==> src/rtl/seven_seg_scanner.sv <==
// ---------------------------------------------------------------------------
// seven_seg_scanner
// Multiplexed N-digit 7-segment display driver. A free-running prescaler
// divides each digit slot into 2^DIV_W clock cycles. The sequencer steps to
// the next enabled digit at the end of every slot, skipping disabled digits.
// The anode of the current digit is driven for the part of the slot selected
// by the brightness input. The first cycle of every slot is a guard cycle
// with all anodes off, so the segments of the old digit never ghost onto the
// new one. Leading zero digits can be blanked.
//
// Ports
//   i_clk          system clock, rising edge
//   i_rst          synchronous active-high reset
//   i_values       hex nibble per digit, digit i = i_values[4i+3:4i], digit 0 rightmost
//   i_dp           decimal point request per digit (1 = lit)
//   i_digit_en     per-digit enable; disabled digits are skipped
//   i_brightness   0 = dark, all-ones = full on, otherwise duty ~ brightness/2^BRIGHT_W
//   i_lz_blank     1 = blank leading zero digits (digit 0 is never blanked)
//   o_an           anode drives, polarity set by ANODE_ACTIVE_LOW
//   o_seg          segments {g,f,e,d,c,b,a}, active-low
//   o_dp_out       decimal point, active-low
//   o_digit_idx    index of the digit currently being scanned
// ---------------------------------------------------------------------------
module seven_seg_scanner #(
    parameter int NUM_DIGITS       = 4,
    parameter int DIV_W            = 17,
    parameter int BRIGHT_W         = 4,
    parameter int ANODE_ACTIVE_LOW = 1
) (
    input  logic                          i_clk,
    input  logic                          i_rst,
    input  logic [4*NUM_DIGITS-1:0]       i_values,
    input  logic [NUM_DIGITS-1:0]         i_dp,
    input  logic [NUM_DIGITS-1:0]         i_digit_en,
    input  logic [BRIGHT_W-1:0]           i_brightness,
    input  logic                          i_lz_blank,
    output logic [NUM_DIGITS-1:0]         o_an,
    output logic [6:0]                    o_seg,
    output logic                          o_dp_out,
    output logic [$clog2(NUM_DIGITS)-1:0] o_digit_idx
);

    localparam int IDX_W = $clog2(NUM_DIGITS);

    // All anodes off. XOR-ing a one-hot select with this gives the active
    // drive pattern for either polarity.
    localparam logic [NUM_DIGITS-1:0] AN_INACTIVE = {NUM_DIGITS{ANODE_ACTIVE_LOW != 0}};

    logic [DIV_W-1:0]      r_cnt;
    logic [IDX_W-1:0]      r_digit_idx;
    logic [NUM_DIGITS-1:0] r_an;
    logic [6:0]            r_seg;
    logic                  r_dp_out;

    logic                  w_tick;
    logic [IDX_W-1:0]      w_next_idx;
    logic                  w_found;
    logic [3:0]            w_nibble;
    logic                  w_en_cur;
    logic                  w_dp_cur;
    logic                  w_blank_cur;
    logic [NUM_DIGITS-1:0] w_blank;
    logic                  w_zero_run;
    logic                  w_bright_ok;
    logic                  w_anode_on;
    logic [NUM_DIGITS-1:0] w_an_onehot;
    logic [6:0]            w_seg_dec;

    assign w_tick = (r_cnt == {DIV_W{1'b1}});

    // Search upward from the current digit (with wrap) for the next enabled
    // one. The last candidate examined is the current digit itself, so a lone
    // enabled digit keeps the scan in place; with nothing enabled the index
    // simply holds.
    always_comb begin
        w_next_idx = r_digit_idx;
        w_found    = 1'b0;
        for (int k = 1; k <= NUM_DIGITS; k++) begin
            logic [IDX_W-1:0] cand;
            cand = IDX_W'((int'(r_digit_idx) + k) % NUM_DIGITS);
            if (!w_found && i_digit_en[cand]) begin
                w_next_idx = cand;
                w_found    = 1'b1;
            end
        end
    end

    // A digit is blanked when it and every digit above it hold zero.
    // The running flag walks down from the most significant digit.
    always_comb begin
        w_blank    = '0;
        w_zero_run = 1'b1;
        for (int i = NUM_DIGITS - 1; i >= 0; i--) begin
            w_zero_run = w_zero_run && (i_values[4*i +: 4] == 4'h0);
            if (i > 0) begin
                w_blank[i] = i_lz_blank && w_zero_run;
            end
        end
    end

    // Select the per-digit fields of the scanned digit with an explicit
    // compare chain so an out-of-range index can never produce X.
    always_comb begin
        w_nibble    = 4'h0;
        w_en_cur    = 1'b0;
        w_dp_cur    = 1'b0;
        w_blank_cur = 1'b0;
        for (int i = 0; i < NUM_DIGITS; i++) begin
            if (r_digit_idx == IDX_W'(i)) begin
                w_nibble    = i_values[4*i +: 4];
                w_en_cur    = i_digit_en[i];
                w_dp_cur    = i_dp[i];
                w_blank_cur = w_blank[i];
            end
        end
    end

    always_comb begin
        w_seg_dec = 7'h7F;
        case (w_nibble)
            4'h0: w_seg_dec = 7'b1000000;
            4'h1: w_seg_dec = 7'b1111001;
            4'h2: w_seg_dec = 7'b0100100;
            4'h3: w_seg_dec = 7'b0110000;
            4'h4: w_seg_dec = 7'b0011001;
            4'h5: w_seg_dec = 7'b0010010;
            4'h6: w_seg_dec = 7'b0000010;
            4'h7: w_seg_dec = 7'b1111000;
            4'h8: w_seg_dec = 7'b0000000;
            4'h9: w_seg_dec = 7'b0010000;
            4'hA: w_seg_dec = 7'b0001000;
            4'hB: w_seg_dec = 7'b0000011;
            4'hC: w_seg_dec = 7'b1000110;
            4'hD: w_seg_dec = 7'b0100001;
            4'hE: w_seg_dec = 7'b0000110;
            4'hF: w_seg_dec = 7'b0001110;
            default: w_seg_dec = 7'h7F;
        endcase
    end

    // PWM: compare the top bits of the slot counter against brightness.
    // All-ones is forced fully on because the compare alone would leave the
    // last sub-slot dark.
    assign w_bright_ok = (&i_brightness) || (r_cnt[DIV_W-1 -: BRIGHT_W] < i_brightness);

    // cnt == 0 is the anti-ghost guard cycle at the start of each slot.
    assign w_anode_on  = w_en_cur && (r_cnt != '0) && w_bright_ok;
    assign w_an_onehot = NUM_DIGITS'(1) << r_digit_idx;

    always_ff @(posedge i_clk) begin
        if (i_rst) begin
            r_cnt       <= '0;
            r_digit_idx <= '0;
            r_an        <= AN_INACTIVE;
            r_seg       <= 7'h7F;
            r_dp_out    <= 1'b1;
        end else begin
            r_cnt <= r_cnt + 1'b1;
            if (w_tick) begin
                r_digit_idx <= w_next_idx;
            end
            r_an     <= w_anode_on ? (w_an_onehot ^ AN_INACTIVE) : AN_INACTIVE;
            r_seg    <= w_blank_cur ? 7'h7F : w_seg_dec;
            r_dp_out <= ~w_dp_cur;
        end
    end

    assign o_an        = r_an;
    assign o_seg       = r_seg;
    assign o_dp_out    = r_dp_out;
    assign o_digit_idx = r_digit_idx;

endmodule

==> config.mk <==
export PLATFORM = sky130hd
export DESIGN_NAME = seven_seg_scanner
export DESIGN_NICKNAME = d
export VERILOG_FILES = /design/src/rtl/seven_seg_scanner.sv
export SDC_FILE = /design/constraint.sdc
export NUM_CORES = 1
export LEC_CHECK = 0
export ABC_AREA = 1
export CORE_MARGIN = 1.5
export CORE_UTILIZATION = 40
export CTS_CLUSTER_SIZE = 10
export DETAILED_ROUTE_END_ITERATION = 16
export GPL_ROUTABILITY_DRIVEN = 0
export GPL_TIMING_DRIVEN = 0
export HOLD_SLACK_MARGIN = 0.08
export PLACE_DENSITY = 0.75
export SETUP_SLACK_MARGIN = 0.4
export SYNTH_ARGS = -nofsm -noshare
export SYNTH_HDL_FRONTEND = slang
export SYNTH_SLANG_ARGS = --single-unit
==> constraint.sdc <==
create_clock -name i_clk -period 3.25 [get_ports i_clk]
set_input_delay 0.65 -clock i_clk [delete_from_list [all_inputs] [get_ports i_clk]]
set_output_delay 0.65 -clock i_clk [all_outputs]
set_load 0.03 [all_outputs]
==> metrics <==
crit path kind=reg2reg; # DRC=0; FMAX=approximately 400 MHz; utilization after layout=between 50% and 60%; Final period util=about three quarters; share of cells above drive strength 1=between 10% and 20%; TritonRoute pass-1 iters=4; Final nets=400; Clock Path Buffers=2; Seq cells post-synth=31; syn avg cell area=6.99 µm²; clk sink count=31; power per cell area=around 320 nW/µm²; CTS tree=built; yosys synthesis warning count=0; Num CTS Buffers=5; largest net degree at the start of global routing=11; Worst Max-Slew Pin Slew=608 ps; H-Tree Level Count=2; register area share after synthesis=just under 30%; FF-to-FF setup slack=between 800 and 900 ps; Final Skew=slightly above 8 ps; post-cts resize count=0; Core ar.=5110 µm²; Reg clk slew, reported paths=70 ps; Cells on Worst Hold Path=1; fin crit period=roughly 2400 ps; CP endpoint kind=register; CTS Root Cell=clkbuf_8; std cell rows=26; Die ar.=roughly 5700 µm²; die width=roughly 76 µm; hold buffers post-CTS=0; ANT cells=0; Final Hold Viols=0; vias per std cell=around 4.9; most common cell after layout, fill and taps aside=nand2_1; CP Data Arrival Time=2580 ps; mapped cell area=~2100 µm²; unrepaired setup endpoints after global routing=no; GRT Util Overall=around 17%; Critical Path RT=around 3400 ps; Wirelength per Cell=roughly 11 µm; Reg2Reg Depth=12; HP Class=reg2reg; startpoint types=register; Post-Route WL=approximately 4.6 mm; normalized max-slew margin=between 50 and 60%; DP HPWL=3.69 mm; Final setup viols=0; number of global-route vias before repair=~1900; Synth cell types=39; Mapped Nets=350; Gate Count Post-Synth=303; gr ovfl total=0; Ports=45; Initial DRC Count=approximately 120; clk_lat worst skew=approximately 280 ps; Initial Util=41.5%; WHS=~470 ps; Port Buf Inserts=43; run status=finished clean; max-slew violation count=0; VDD IR max=around 150 µV; Die Height=roughly 76 µm; most frequent cells in the layout=80 x nand2_1, 43 x clkdlybuf4s50_1, 34 x nand3_1; initial antenna violation count=0; Fin Setup TNS=0 ps; post-route antenna net violation count=0; Post CTS Setup Buffer Count=0; DR vias=2074; first-pass GRT wire length=between 7 and 8 mm; MaxCap Viol Count=0; critical-path maximum fanout=9; Syn-to-layout area delta=29.2%; LEAKAGE=between 1 and 1.5 nW
[metrics by stage]
step                instance area, µm²  power [mW]  setup WS, ps  instances
floorplan                         2120       0.489           971        303
global placement                  2640       0.560           812        416
detailed placement                2640       0.561           795        416
CTS                               2740       0.888           829        424
global route                      2740       0.922           624        424
finish                            2740       0.878           810        424
[per-layer routing]
layer | global-route usage, % | vias to the layer above | routed length (µm)
met3 | 3.97 | 12 | 215
met1 | 22.3 | 902 | 2180
met4 | 6.35 | 0 | 82
li1 | - | 1108 | -
met5 | 0 | - | 0
met2 | 28.8 | 52 | 2140
[worst paths after layout]
path / start / to
setup / recovery: o_digit_idx[0]$_SDFFE_PP0P_ / o_seg[3]$_SDFF_PP1_
hold / removal: r_cnt[0]$_SDFF_PP0_ / r_cnt[0]$_SDFF_PP0_
setup reg to reg: o_digit_idx[0]$_SDFFE_PP0P_ / o_seg[3]$_SDFF_PP1_
hold reg to reg: r_cnt[0]$_SDFF_PP0_ / r_cnt[0]$_SDFF_PP0_
[final cells by class]
class                   count  area (µm²)
well taps                  70        87.6
multi-input cells         231        1320
flip-flops and latches     31         621
inverters                  36         138
fillers                   506        2370
plain buffers               5        36.3
clock buffers               8         100
repair buffers             43         430
[critical path, stage by stage, from the launching register on]
cell      delay (ps)
dfxtp_1          500
inv_2            130
ha_1             210
buf_2            180
inv_2            130
o211ai_1         160
nand2_1           80
o21ai_0          230
ha_1             390
nand3b_1         110
nand2_1           60
nand2_1           50
nand3_1           70
[sequential cells by signal, indices dropped and copies added, names as in the netlist]
signal,flops
o_dp_out,1
o_an,4
r_cnt,17
o_digit_idx,2
o_seg,7
[kinds of logic after synthesis]
family                     after synthesis  share of synthesized area (%)
buffers and inverters                   41                           8.21
adders and majority gates               16                           9.45
AOI/OAI and AO/OA                       47                           14.1
DFF                                     31                           29.3
and+or+nand+nor                        167                           38.5
xor gates and xnor gates                 1                          0.414
[synth_stat cells (all sizes together)]
cell type / count / area share [%]
nand3: 38 / 10
nor2: 26 / 6.1
nor3: 5 / 1.9
o21ai: 16 / 4.3
or2: 2 / 0.71
nand4: 7 / 2.4
clkbuf: 1 / 0.18
a21oi: 24 / 6.7
a211oi: 1 / 0.35
dfxtp: 31 / 29
ha: 16 / 9.5
a31oi: 1 / 0.30
nor4: 2 / 0.59
xor2: 1 / 0.41
o211ai: 4 / 2.1
nand3b: 1 / 0.35
inv: 36 / 6.5
nand2: 86 / 16
o31ai: 1 / 0.35
buf: 4 / 1.5
[where the power goes]
| part | internal, mW | switching (mW) | leakage [nW] |
|---|---|---|---|
| sequential | 0.392 | 0.00529 | 0.253 |
| clock | 0.193 | 0.132 | 0.0515 |
| combinational | 0.0740 | 0.0825 | 0.906 |
Power figures use the tool's default switching activity.
